## src/rtl/ahbl_stream_writer_if.sv

```systemverilog
`default_nettype none
// ============================================================================
// Module      : ahbl_stream_writer_if
// Description : Bundles the valid/ready word stream and the AHB-Lite master
//               signals used by ahbl_stream_writer. The master modport is the
//               writer's view; the slave modport is the surrounding system.
// Revision    : 1.0 - initial release
// ============================================================================
interface ahbl_stream_writer_if #(
    parameter int AHB_AWIDTH = 20
);
    // Stream side
    logic                  s_valid;
    logic [31:0]           s_data;
    logic                  s_ready;

    // AHB-Lite side
    logic [AHB_AWIDTH-1:0] HADDR;
    logic [1:0]            HTRANS;
    logic                  HWRITE;
    logic [2:0]            HSIZE;
    logic [2:0]            HBURST;
    logic [31:0]           HWDATA;
    logic                  HREADY;
    logic [1:0]            HRESP;

    modport master (
        input  s_valid, s_data, HREADY, HRESP,
        output s_ready, HADDR, HTRANS, HWRITE, HSIZE, HBURST, HWDATA
    );

    modport slave (
        output s_valid, s_data, HREADY, HRESP,
        input  s_ready, HADDR, HTRANS, HWRITE, HSIZE, HBURST, HWDATA
    );
endinterface
`default_nettype wire

```

## src/rtl/ahbl_stream_writer.sv

```systemverilog
`default_nettype none
// ============================================================================
// Module      : ahbl_stream_writer
// Description : AHB-Lite write master. Drains a valid/ready stream of 32-bit
//               words into LEN consecutive word addresses starting at a
//               programmed base, with pipelined SINGLE/NONSEQ transfers.
//               Reports completion via done and ERROR responses via err.
// Option      : AHBL_STREAM_WRITER_WAITCNT_EN - enables the wait-state counter
//               on wait_cnt; otherwise wait_cnt is tied to zero.
// Revision    : 1.0 - initial release
// ============================================================================
module ahbl_stream_writer #(
    parameter int AHB_AWIDTH = 20,
    parameter int LEN_WIDTH  = 16
) (
    input  wire logic                  HCLK,
    input  wire logic                  HRESET,
    input  wire logic                  start,
    input  wire logic [AHB_AWIDTH-1:0] base,
    input  wire logic [LEN_WIDTH-1:0]  len,
    ahbl_stream_writer_if.master       bus,
    output logic                       busy,
    output logic                       done,
    output logic                       err,
    output logic [AHB_AWIDTH-1:0]      err_addr,
    output logic [15:0]                wait_cnt
);

    localparam logic [1:0] c_trans_idle   = 2'b00;
    localparam logic [1:0] c_trans_nonseq = 2'b10;
    localparam logic [1:0] c_resp_error   = 2'b01;
    localparam logic [2:0] c_size_word    = 3'b010;
    localparam logic [2:0] c_burst_single = 3'b000;

    typedef enum logic [2:0] {
        ST_IDLE  = 3'd0,
        ST_RUN   = 3'd1,
        ST_DRAIN = 3'd2,
        ST_FIN   = 3'd3,
        ST_ERR   = 3'd4
    } state_t;

    state_t                state_q,    state_d;
    logic [AHB_AWIDTH-1:0] addr_q,     addr_d;
    logic [LEN_WIDTH-1:0]  rem_q,      rem_d;
    logic                  dphase_q,   dphase_d;
    logic [AHB_AWIDTH-1:0] dph_addr_q, dph_addr_d;
    logic [31:0]           hwdata_q,   hwdata_d;
    logic                  err_q,      err_d;
    logic [AHB_AWIDTH-1:0] err_addr_q, err_addr_d;

    logic w_err_active;
    logic w_issue;
    logic w_accept;
    logic w_start_ok;

    // Address-phase decode: an ERROR on the outstanding data phase suppresses
    // any new transfer in the same cycle, before HREADY rises.
    always_comb begin
        w_err_active = dphase_q && (bus.HRESP == c_resp_error);
        w_issue      = (state_q == ST_RUN) && bus.s_valid &&
                       (rem_q != '0) && !w_err_active;
        w_accept     = w_issue && bus.HREADY;
        w_start_ok   = (state_q == ST_IDLE) && start;
    end

    // Next-state and datapath update
    always_comb begin
        state_d    = state_q;
        addr_d     = addr_q;
        rem_d      = rem_q;
        dphase_d   = dphase_q;
        dph_addr_d = dph_addr_q;
        hwdata_d   = hwdata_q;
        err_d      = err_q;
        err_addr_d = err_addr_q;

        // Data pipeline: a new accept opens a data phase, otherwise HREADY
        // retires the outstanding one.
        if (w_accept) begin
            hwdata_d   = bus.s_data;
            dphase_d   = 1'b1;
            dph_addr_d = addr_q;
            addr_d     = addr_q + AHB_AWIDTH'(4);
            rem_d      = rem_q - LEN_WIDTH'(1);
        end else if (bus.HREADY) begin
            dphase_d = 1'b0;
        end

        if (w_err_active) begin
            err_addr_d = dph_addr_q;
        end

        case (state_q)
            ST_IDLE: begin
                if (w_start_ok) begin
                    addr_d  = base & ~AHB_AWIDTH'(3);
                    rem_d   = len;
                    err_d   = 1'b0;
                    state_d = (len == '0) ? ST_FIN : ST_RUN;
                end
            end
            ST_RUN: begin
                if (w_err_active && bus.HREADY) begin
                    err_d   = 1'b1;
                    state_d = ST_ERR;
                end else if (w_accept && (rem_q == LEN_WIDTH'(1))) begin
                    state_d = ST_DRAIN;
                end
            end
            ST_DRAIN: begin
                if (w_err_active && bus.HREADY) begin
                    err_d   = 1'b1;
                    state_d = ST_ERR;
                end else if (dphase_q && bus.HREADY) begin
                    state_d = ST_FIN;
                end
            end
            ST_FIN: begin
                dphase_d = 1'b0;
                state_d  = ST_IDLE;
            end
            ST_ERR: begin
                dphase_d = 1'b0;
                state_d  = ST_IDLE;
            end
            default: begin
                dphase_d = 1'b0;
                state_d  = ST_IDLE;
            end
        endcase
    end

    // State and datapath registers
    always_ff @(posedge HCLK) begin
        if (HRESET) begin
            state_q    <= ST_IDLE;
            addr_q     <= '0;
            rem_q      <= '0;
            dphase_q   <= 1'b0;
            dph_addr_q <= '0;
            hwdata_q   <= '0;
            err_q      <= 1'b0;
            err_addr_q <= '0;
        end else begin
            state_q    <= state_d;
            addr_q     <= addr_d;
            rem_q      <= rem_d;
            dphase_q   <= dphase_d;
            dph_addr_q <= dph_addr_d;
            hwdata_q   <= hwdata_d;
            err_q      <= err_d;
            err_addr_q <= err_addr_d;
        end
    end

    // Bus and status outputs
    always_comb begin
        bus.HTRANS  = w_issue ? c_trans_nonseq : c_trans_idle;
        bus.HADDR   = addr_q;
        bus.HWDATA  = hwdata_q;
        bus.HWRITE  = 1'b1;
        bus.HSIZE   = c_size_word;
        bus.HBURST  = c_burst_single;
        bus.s_ready = w_accept;
        busy        = (state_q != ST_IDLE);
        done        = (state_q == ST_FIN) || (state_q == ST_ERR);
        err         = err_q;
        err_addr    = err_addr_q;
    end

`ifdef AHBL_STREAM_WRITER_WAITCNT_EN
    logic [15:0] wait_cnt_q, wait_cnt_d;

    // Saturating count of stalled data-phase cycles for the current operation
    always_comb begin
        wait_cnt_d = wait_cnt_q;
        if (w_start_ok) begin
            wait_cnt_d = '0;
        end else if (dphase_q && !bus.HREADY && (wait_cnt_q != 16'hFFFF)) begin
            wait_cnt_d = wait_cnt_q + 16'd1;
        end
    end

    // Wait-state counter register
    always_ff @(posedge HCLK) begin
        if (HRESET) begin
            wait_cnt_q <= '0;
        end else begin
            wait_cnt_q <= wait_cnt_d;
        end
    end

    assign wait_cnt = wait_cnt_q;
`else
    assign wait_cnt = '0;
`endif

endmodule
`default_nettype wire

```

## src/flat_wrapper.sv

```systemverilog
// flat-port wrapper written by rule: the top's interface ports become plain ports
module ahbl_stream_writer_flat 
#(
    parameter int AHB_AWIDTH = 20,
    parameter int LEN_WIDTH  = 16
)
  (HCLK, HRESET, start, base, len, busy, done, err, err_addr, wait_cnt, bus_s_valid, bus_s_data, bus_HREADY, bus_HRESP, bus_s_ready, bus_HADDR, bus_HTRANS, bus_HWRITE, bus_HSIZE, bus_HBURST, bus_HWDATA);
  ahbl_stream_writer_if #(.AHB_AWIDTH(AHB_AWIDTH)) bus_i ();
  input  wire logic HCLK;
  input  wire logic HRESET;
  input  wire logic start;
  input  wire logic [AHB_AWIDTH-1:0] base;
  input  wire logic [LEN_WIDTH-1:0] len;
  output logic busy;
  output logic done;
  output logic err;
  output logic [AHB_AWIDTH-1:0] err_addr;
  output logic [15:0] wait_cnt;
  input wire logic [$bits(bus_i.s_valid)-1:0] bus_s_valid;
  input wire logic [$bits(bus_i.s_data)-1:0] bus_s_data;
  input wire logic [$bits(bus_i.HREADY)-1:0] bus_HREADY;
  input wire logic [$bits(bus_i.HRESP)-1:0] bus_HRESP;
  output wire logic [$bits(bus_i.s_ready)-1:0] bus_s_ready;
  output wire logic [$bits(bus_i.HADDR)-1:0] bus_HADDR;
  output wire logic [$bits(bus_i.HTRANS)-1:0] bus_HTRANS;
  output wire logic [$bits(bus_i.HWRITE)-1:0] bus_HWRITE;
  output wire logic [$bits(bus_i.HSIZE)-1:0] bus_HSIZE;
  output wire logic [$bits(bus_i.HBURST)-1:0] bus_HBURST;
  output wire logic [$bits(bus_i.HWDATA)-1:0] bus_HWDATA;
  assign bus_i.s_valid = bus_s_valid;
  assign bus_i.s_data = bus_s_data;
  assign bus_i.HREADY = bus_HREADY;
  assign bus_i.HRESP = bus_HRESP;
  assign bus_s_ready = bus_i.s_ready;
  assign bus_HADDR = bus_i.HADDR;
  assign bus_HTRANS = bus_i.HTRANS;
  assign bus_HWRITE = bus_i.HWRITE;
  assign bus_HSIZE = bus_i.HSIZE;
  assign bus_HBURST = bus_i.HBURST;
  assign bus_HWDATA = bus_i.HWDATA;
  ahbl_stream_writer #(.AHB_AWIDTH(AHB_AWIDTH), .LEN_WIDTH(LEN_WIDTH)) u_core (.HCLK(HCLK), .HRESET(HRESET), .start(start), .base(base), .len(len), .bus(bus_i), .busy(busy), .done(done), .err(err), .err_addr(err_addr), .wait_cnt(wait_cnt));
endmodule
```

## config.mk

```make
export PLATFORM = sky130hd
export DESIGN_NAME = ahbl_stream_writer_flat
export DESIGN_NICKNAME = d
export VERILOG_FILES = /design/src/rtl/ahbl_stream_writer_if.sv /design/src/rtl/ahbl_stream_writer.sv /design/src/flat_wrapper.sv
export SDC_FILE = /design/constraint.sdc
export NUM_CORES = 1
export LEC_CHECK = 0
export ABC_AREA = 1
export CAP_MARGIN = 20
export CORE_MARGIN = 2
export CORE_UTILIZATION = 42
export DETAILED_ROUTE_END_ITERATION = 6
export PLACE_DENSITY = 0.79
export SETUP_SLACK_MARGIN = 0.15
export SKIP_CTS_REPAIR_TIMING = 1
export SLEW_MARGIN = 25
export SYNTH_ARGS = -nofsm -noshare
export SYNTH_HDL_FRONTEND = slang
export SYNTH_SLANG_ARGS = --single-unit
```

## constraint.sdc

```tcl
create_clock -name HCLK -period 1.75 [get_ports HCLK]
set_clock_uncertainty 0.2 [all_clocks]
set_input_delay 0.35 -clock HCLK [delete_from_list [all_inputs] [get_ports HCLK]]
set_output_delay 0.35 -clock HCLK [all_outputs]
set_load 0.05 [all_outputs]
```

==> results of run 1 <==
-- final cells by class --
type,instances,area [µm²],area share
multi-input combinational,547,2690,0.309
sequential,107,2180,0.252
clock inverter,5,67.6,0.00778
inverter,105,399,0.0460
timing repair buffer,218,2890,0.333
clock buffer,11,243,0.0279
tap,172,215,0.0248
-- through the flow --
step / setup WS, ns / util / setup TNS (ns) / hold slack, ns
after floorplan: 0.0344 / - / 0 / 0.230
after global placement: -0.371 / 0.642 / -27.31 / 0.239
after detailed placement: -0.407 / 0.642 / -31.20 / 0.246
after CTS: -0.513 / 0.667 / -8.61 / 0.261
after global routing: -0.299 / 0.688 / -13.14 / 0.285
final: -0.254 / 0.688 / -6.09 / 0.258
-- synth_stat cells (4+ instances only) --
cell and n:
nand2_1 203, dfxtp_1 107, inv_1 103, a21oi_1 66, o21ai_0 62, nor2_1 61, nand3_1 50, buf_4 34
clkbuf_1 17, xor2_1 12, o21ai_1 11, nand3b_1 9, buf_2 8, nor3_1 6, o21bai_1 6, nand4_1 5
or2_0 5, buf_6 4, ha_1 4
-- cells by family (layout without fill, tap and decap cells) --
logic type | Yosys count | after routing | share of synthesized area
simple gates | 351 | 351 | 0.278
flops | 107 | 107 | 0.395
compound gates | 149 | 149 | 0.142
xor+xnor | 15 | 15 | 0.0242
buf+inv | 172 | 339 | 0.151
fa+ha+maj | 4 | 4 | 0.00922
other cells | 2 | 28 | 0.00138
-- state kept, by name, indices dropped and copies added, names as in the netlist --
| signal | flops |
|---|---|
| u_core.bus.HADDR | 18 |
| u_core.bus.HWDATA | 32 |
| u_core.dph_addr_q | 18 |
| u_core.dphase_q | 1 |
| u_core.err | 1 |
| u_core.err_addr | 18 |
| u_core.rem_q | 16 |
| u_core.state_q | 3 |
-- worst register-to-register path: cells and delay by family (launching register included) --
family	cells	cell delay, ns
XOR/XNOR	1	0.17
adder cells (fa/ha/maj)	1	0.13
buffers and inverters	4	0.52
flip-flops	1	0.33
AND/OR/NAND/NOR	6	0.49
-- where the power goes --
part	switching, µW	internal, µW
Clock	943	1170
Combinational	3280	2860
Sequential	530	2920
Total	4750	6950
-- final timing paths --
path / endpoint / cells past startpoint
setup / recovery: bus_s_ready / 8
hold / removal: u_core.dph_addr_q[15]$_SDFFE_PP0N_ / 2
setup reg to reg: u_core.bus.HADDR[2]$_SDFF_PP0_ / 12
hold reg to reg: u_core.dph_addr_q[15]$_SDFFE_PP0N_ / 2
-- per-layer routing --
metal,track usage,routed length (µm),vias to the layer above
met5,0,0,-
met4,0.0678,210,0
met3,0.0276,694,16
met2,0.343,7440,160
met1,0.271,6770,2505
li1,-,-,2839
==> results.md, run 1 <==
* Fin nets at 1067
* Max-slew violations at 0
* Seq cells post-synth at around 110
* CTS Buffer Depth at 2
* Fmax at 0.499 GHz
* Peak VDD IR at 0.000635 V
* Leakage at roughly 0.004 µW
* Cell Rows at 41
* Max-cap violation count at 0
* CTS sink cnt at approximately 110
* Clk slew on worst S/H paths at approximately 0.07 ns
* Final Non-Filler Cells at about 1200
* Total Wirelength at 15100 µm
* I/O pin count at 176
* Global-route wire length before repair at ~24000 µm
* Pin count of the biggest net entering global routing at 46
* Final setup violation count at 84
* Crit Path Max Fanout at 3
* Commonest cells after routing, fill and taps aside: 200 x nand2_1, 101 x inv_1, 81 x dfxtp_1
* H-Tree Depth at 3
* Finished layout cell area at approximately 8700 µm²
* Register-to-register setup slack at -0.18 ns
* Die area at 13800 µm²
* Synthesized area per cell at 6.78 µm²
* Sequential share of the synthesized area at 0.395
* Mapped Cells at 800
* Cell taking the most area after synthesis: dfxtp_1
* # DRC at 0
* Initial antenna violation count at 0
* Drt pass-1 iters at 5
* HP Class: flop to flop
* Gpl congestion at approximately 0.9
* Slowest stage delay, CP at 0.33 ns
* Core area at approximately 13000 µm²
* Fin worst setup slack at -0.254 ns
* Top post-synthesis cells by area: dfxtp_1 39%, nand2_1 14%, inv_1 7.1%, a21oi_1 6.1%, o21ai_0 5.7%
* Failing checks: setup timing
* PD cells at roughly 1300 nW/µm²
* Synth top area share at 0.395
* Worst Setup SP: u_core.rem_q[0]$_SDFF_PP0_
* Die H at approximately 120 µm
* Tot Pwr at approximately 12000 µW
* Routed via count at 5520
* Vias in the first global route at 4931
* Drt wl/cell at approximately 13 µm
* Worst path cell trace: inv_2, ha_4, nand2_2, nor2_4, nand2_4, nand3_4, clkinv_4, buf_8
* Min-delay src: u_core.dph_addr_q[15]$_SDFFE_PP0N_
* EDFF count, synth at 0
* Fillers at 981
* Crit path DAT at approximately 1.5 ns
* Post-Syn Area at 5430 µm²
* Cell variety after synth at 36
* Layout area overhead at 60.1%
* Most common cell after layout, fill and taps aside: nand2_1
* Initial Utilization at 0.430
* Placed cell area at 8110 µm²
* Worst path required time at ~1.2 ns
* Final ANT Viol Nets at 0
* Status: complete, but fails checks
* Number of CTS-inserted buffers at 9
* Total track usage at 0.204
* Fin crit period at approximately 2 ns
* Critical Path Source Type: flop
* Clock latency on the worst-skew pair at between 0.3 and 0.4 ns
* Layout cells sized above 1 at 0.223
* Worst path top cell family by delay: simple AND/OR/NAND/NOR gates
* Yosys Warn Count at 0
* DR iter-0 viols at between 300 and 400
* CP max stage cell: dfxtp_2
* RSZ-0062 raised after global routing: true
* Hpwl dp at 10900 µm
* Placed insts at 1141
* PortBufs at ~150
* Root Buffer: clkbuf_16
* ANT cells at 0
* Post-synth ARST share at 0
* GRT overflow at 0
* Fin crit share at 1.15
* Synth Flop Type: dfxtp_1
* Crit. End Element: primary output
* Worst Path Buf+Inv at 3
* Worst r2r src: u_core.rem_q[0]$_SDFF_PP0_
* WS Path Type: flop to primary output
* CTS tree: built
* Die Width at 118 µm
* Fin. Hold Viols at 0
* DR vias/cell at around 4.7
(Power assumes the default switching activity.)
==> run 2: changes to the inputs <==
==> constraint.sdc (replaced) <==
create_clock -name HCLK -period 1.75 [get_ports HCLK]
set_clock_uncertainty 0.2 [all_clocks]
set_input_delay 0.525 -clock HCLK [delete_from_list [all_inputs] [get_ports HCLK]]
set_output_delay 0.525 -clock HCLK [all_outputs]
set_load 0.05 [all_outputs]
==> run 2 against run 1 <==
- the flow still finishes with violations (setup timing)
- via count increased by 8.9%
- final area is 8.8% higher
- worst hold slack worse by 0.0079 ns
- routed wire length grew 18%
- setup slack worse by 0.20 ns
- final cell count increased by 3.9%
- sequential share of layout area shrank 1.1 points
- global-route usage increased by 1.5 points
- die area unchanged
- sequential power is essentially flat
- sequential cell count stayed put
==> results.md, run 2 (synthesis gave the netlist of run 1 again) <==
* Metal-1 WL at a little under 7000 µm
* Fin crit share at 1.26
* I/O pin count at between 150 and 200
* Initial Utilization at 0.430
* RSZ-0062 raised after global routing: true
* Worst r2r src: u_core.rem_q[7]$_SDFF_PP0_
* Setup_tns at -8.58 ns
* Layout cells sized above 1 at 0.354
* Crit Path Max Fanout at 3
* Commonest cells after routing, fill and taps aside: 192 x nand2_1, 97 x inv_1, 85 x buf_12
* CTS sink cnt at about 110
* Number of CTS-inserted buffers at 9
* Worst Hold Depth at 2
* Gpl congestion at about 0.93
* Fin crit period at between 2 and 2.5 ns
* Clock latency on the worst-skew pair at 0.35 ns
* P_int at approximately 7400 µW
* R2R depth at 12
* Max-cap violation count at 0
* Routed via count at about 6000
* Cell Rows at 41
* WS Path Type: flop to primary output
* Most common cell after layout, fill and taps aside: nand2_1
* Fin worst setup slack at -0.453 ns
* Layout area overhead at 74.2%
* Hold Path End: u_core.err_addr[19]$_SDFFE_PP0N_
* Switching share of power at 0.419
* Global-route wire length before repair at roughly 25000 µm
* Comb power frac at 0.573
* Status: complete, but fails checks
* Root Buffer: clkbuf_16
* Hpwl dp at around 12000 µm
* CTS Buffer Depth at 2
* Critical Path Source Type: flop
* Vias in the first global route at 5303
* Net switching power figure at approximately 5400 µW
* Final setup violation count at between 80 and 90
* Max-slew violations at 0
* DR iter-0 viols at ~540
* Worst path required time at between 1 and 1.5 ns
* DR vias/cell at about 5
* Crit. End Element: primary output
* Core area at roughly 13000 µm²
* Number of flip-flops in the largest register at 32
* Die H at between 100 and 150 µm
* Final ANT Viol Nets at 0
* ANT cells at 0
* Met3 wire len at 1070 µm
* PortBufs at between 100 and 150
* Total Wirelength at about 18000 µm
* HP Class: flop to flop
* RR Endpoint: u_core.bus.HADDR[3]$_SDFF_PP0_
* Initial antenna violation count at 0
* CTS tree: built
* Tot Pwr at 12800 µW
* # DRC at 0
* Pin count of the biggest net entering global routing at 42
* Die area at roughly 14000 µm²
* Die Width at 118 µm
* GRT overflow at 0
* Routed met2 length at 9270 µm
* PD cells at between 1000 and 1500 nW/µm²
* Final core utilization at 0.749
* Top Metal Used: met4
* Clk slew on worst S/H paths at 0.08 ns
* Crit path DAT at 1.48 ns
* Fmax at 0.454 GHz
* Drt pass-1 iters at 5
* Dpl ws at -0.596 ns
* Fillers at around 850
* Sequential share of power at 0.270
* Clock power frac at 0.156
* Register-to-register setup slack at -0.24 ns
* Min-delay src: u_core.dph_addr_q[19]$_SDFFE_PP0N_
* H-Tree Depth at 3
* Total track usage at 0.220
* Peak VDD IR at 0.000746 V
* Fin. Hold Viols at 0
* Drt wl/cell at ~15 µm
* Leakage at about 0.0043 µW
* Failing checks: setup timing
* Fin nets at between 1000 and 1500
## run 2: cell types whose count changed in the layout (fill, tap and decap cells not counted), moves of 7 or more
cell and delta:
buf_6 +7, a21oi_2 +8, nand2_1 -8, a21oi_1 -8, o21ai_0 -26, dfxtp_2 +42, nand3_1 -9, nand3_2 +9
dfxtp_4 +11, o21ai_2 +9, o21ai_1 +16, buf_4 +28, dfxtp_1 -53
## run 2: worst max-delay path by stage
stage                     slack [ns]                                end                        start
after CTS                      -0.59                        bus_s_ready  u_core.rem_q[10]$_SDFF_PP0_
after global placement         -0.56                        bus_s_ready                  bus_s_valid
final                          -0.45                        bus_s_ready   u_core.rem_q[7]$_SDFF_PP0_
after floorplan                 -0.1                        bus_s_ready                  bus_s_valid
after global routing           -0.47                        bus_s_ready   u_core.rem_q[2]$_SDFF_PP0_
after detailed placement       -0.60  u_core.bus.HWDATA[4]$_SDFFE_PP0N_                 bus_HRESP[0]
## run 2: power groups by stage
stage / Sequential [µW] / Combinational, µW / Clock [µW]
2_1_floorplan: 4050 / 2660 / 0
3_3_place_gp: 3370 / 5870 / 0
3_5_place_dp: 3380 / 5980 / 0
6_report: 3450 / 7330 / 2000
4_1_cts: 3330 / 6010 / 2030
5_1_grt: 3500 / 7770 / 2120
## run 2: stage by stage
step,hold slack [ns],instance area [µm²],std cells
floorplan,0.230,5680,826
global placement,0.239,8350,1163
detailed placement,0.245,8350,1163
CTS,0.261,8640,1179
global route,0.281,9450,1210
finish,0.251,9450,1210
## run 2: cell type report
cell class / instances / area [µm²] / share of cell area
clock buffer: 9 / 225 / 0.0238
clock inverter: 7 / 65.1 / 0.00688
inverter: 105 / 404 / 0.0427
multi-input combinational: 547 / 2880 / 0.305
sequential: 107 / 2280 / 0.241
tap: 172 / 215 / 0.0228
timing repair buffer: 263 / 3380 / 0.358
## run 2: worst max-delay path, stage by stage (launching register included)
cell and delay (ns):
dfxtp_1 0.32, nor2_1 0.20, nand2_2 0.12, nor2_4 0.11, nand2_4 0.08, nand3_4 0.10, inv_4 0.06, buf_12 0.14
## run 2: metal layers
layer	up-vias	track usage
li1	2923	-
met3	49	0.0247
met2	268	0.391
met5	-	0
met4	0	0.0791
met1	2772	0.273
==> run 3: changes to the inputs <==
CORE_MARGIN = unset   (was 2)
CTS_CLUSTER_SIZE = 12   (was unset)
GPL_TIMING_DRIVEN = 0   (was unset)
==> run 3 against run 2 <==
- the run still ends with setup timing left
- sequential share of layout area is 2.8 points higher
- sequential cell count did not move
- critical path depth grew 2
- final cell count decreased by 1.7%
- fmax fell by 4.2%
- core utilization shrank 7.5 points
- combinational power is 22% lower
- register-to-register slack gained 0.03 ns
- die area shrank 3.4%
- via count is 4.2% lower
- power down 11%
==> results.md, run 3 (synthesis gave the netlist of run 1 again) <==
* Placed cell area at 7340 µm²
* Hpwl dp at 11600 µm
* Commonest cells after routing, fill and taps aside: 196 x nand2_1, 99 x inv_1, 69 x buf_6
* Crit Path Max Fanout at 5
* Worst Hold Depth at 2
* DR vias/cell at approximately 4.8
* Worst path required time at a little over 1 ns
* Max-slew violations at 0
* PD cells at ~1300 nW/µm²
* Pin count of the biggest net entering global routing at 19
* HP Class: flop to flop
* Total Wirelength at 16000 µm
* Number of CTS-inserted buffers at 9
* Fin nets at 1091
* Clock power frac at 0.181
* RR Endpoint: u_core.bus.HADDR[2]$_SDFF_PP0_
* PortBufs at 145
* RSZ-0062 raised after global routing: true
* Crit path DAT at 1.57 ns
* Vias in the first global route at between 5000 and 6000
* Fin worst setup slack at -0.548 ns
* Crit. End Element: primary output
* Die Width at about 120 µm
* CTS sink cnt at 107
* Cell Rows at 41
* GRT overflow at 0
* Top Metal Used: met4
* Max-cap violation count at 0
* Gpl congestion at between 0.9 and 1
* Clk slew on worst S/H paths at ~0.07 ns
* Net switching power figure at between 4000 and 5000 µW
* Min-delay src: u_core.dph_addr_q[17]$_SDFFE_PP0N_
* Peak VDD IR at 0.000708 V
* Die area at between 10000 and 15000 µm²
* Routed via count at 5760
* CTS tree: built
* WS Path Type: flop to primary output
* Leakage at 0.00397 µW
* Final ANT Viol Nets at 0
* H-Tree Depth at 3
* Finished layout cell area at approximately 8500 µm²
* R2R depth at 12
* Routed met2 length at roughly 8000 µm
* Clock latency on the worst-skew pair at 0.35 ns
* CTS Buffer Depth at 2
* Most common cell after layout, fill and taps aside: nand2_1
* Comb power frac at 0.505
* # DRC at 0
* Worst r2r src: u_core.rem_q[0]$_SDFF_PP0_
* Failing checks: setup timing
* Drt wl/cell at around 13 µm
* Global-route wire length before repair at between 20000 and 25000 µm
* Register-to-register setup slack at -0.21 ns
* Sequential share of power at 0.314
* Total track usage at 0.232
* Core area at around 13000 µm²
* Fmax at around 0.44 GHz
* Status: complete, but fails checks
* Drt pass-1 iters at 5
* Tot Pwr at around 11000 µW
* Final core utilization at 0.675
* Layout cells sized above 1 at 0.303
* Die H at approximately 120 µm
* Initial Utilization at 0.430
* Met3 wire len at approximately 950 µm
* Switching share of power at 0.421
* Metal-1 WL at 6730 µm
* Initial antenna violation count at 0
* Setup_tns at -11.02 ns
* Number of flip-flops in the largest register at 32
* P_int at ~6600 µW
* Root Buffer: clkbuf_16
* Final setup violation count at 85
* Fin crit share at 1.31
* Fin. Hold Viols at 0
* Dpl ws at -1.47 ns
* Fin crit period at 2.30 ns
* ANT cells at 0
* DR iter-0 viols at about 380
* Hold Path End: u_core.err_addr[17]$_SDFFE_PP0N_
* I/O pin count at ~180
* Critical Path Source Type: flop
* Layout area overhead at 56.9%
run 3: cell types whose count changed in the layout (fill, tap and decap cells not counted), sizes merged:
cell      delta
buf         -36
clkbuf      +15
inv          -3
bufinv       +1
clkinv       +1
clkinvlp     +1
run 3: how the worst max path moves through the flow:
stage                          startpoint          end  slack, ns  cells after the start
2_1_floorplan                 bus_s_valid  bus_s_ready       -0.1                      5
3_3_place_gp                  bus_s_valid  bus_s_ready      -1.46                      7
3_5_place_dp                 bus_HRESP[0]  bus_s_ready      -1.47                      8
4_1_cts                       bus_s_valid  bus_s_ready      -1.47                      7
5_1_grt        u_core.rem_q[0]$_SDFF_PP0_  bus_s_ready      -0.63                      9
6_report       u_core.rem_q[0]$_SDFF_PP0_  bus_s_ready      -0.55                      9
run 3: critical path, cell delays in order, from the launching register on:
cell and delay, ns:
dfxtp_4 0.36, inv_6 0.07, ha_4 0.13, nand2_2 0.05, nor2_2 0.12, nand2_2 0.09, nand3_4 0.12, inv_8 0.04
buf_12 0.12, buf_12 0.14
run 3: final cells by class:
| class | count | area, µm² |
|---|---|---|
| plain buffers | 67 | 591 |
| clock buffers | 9 | 225 |
| clock inverters | 7 | 76.3 |
| fillers | 1055 | 4110 |
| inverters | 105 | 414 |
| multi-input cells | 547 | 2740 |
| flip-flops and latches | 107 | 2290 |
| well taps | 172 | 215 |
| repair buffers | 175 | 1960 |
run 3: per-layer routing:
metal,track usage,up-vias
met5,0,-
met4,0.0838,0
met3,0.0167,35
met2,0.400,211
met1,0.305,2613
li1,-,2901
run 3: through the flow:
| stage | instances | hold WS, ns |
|---|---|---|
| 6_report | 1189 | 0.250 |
| 3_3_place_gp | 1143 | 0.240 |
| 2_1_floorplan | 826 | 0.230 |
| 4_1_cts | 1159 | 0.256 |
| 3_5_place_dp | 1143 | 0.245 |
| 5_1_grt | 1189 | 0.275 |
run 3: power by group through the flow:
stage	Sequential (µW)	Clock, µW	Combinational (µW)
6_report	3570	2060	5750
5_1_grt	3620	2170	6220
4_1_cts	3380	2090	4660
3_5_place_dp	3430	0	4640
3_3_place_gp	3430	0	4580
2_1_floorplan	4050	0	2660
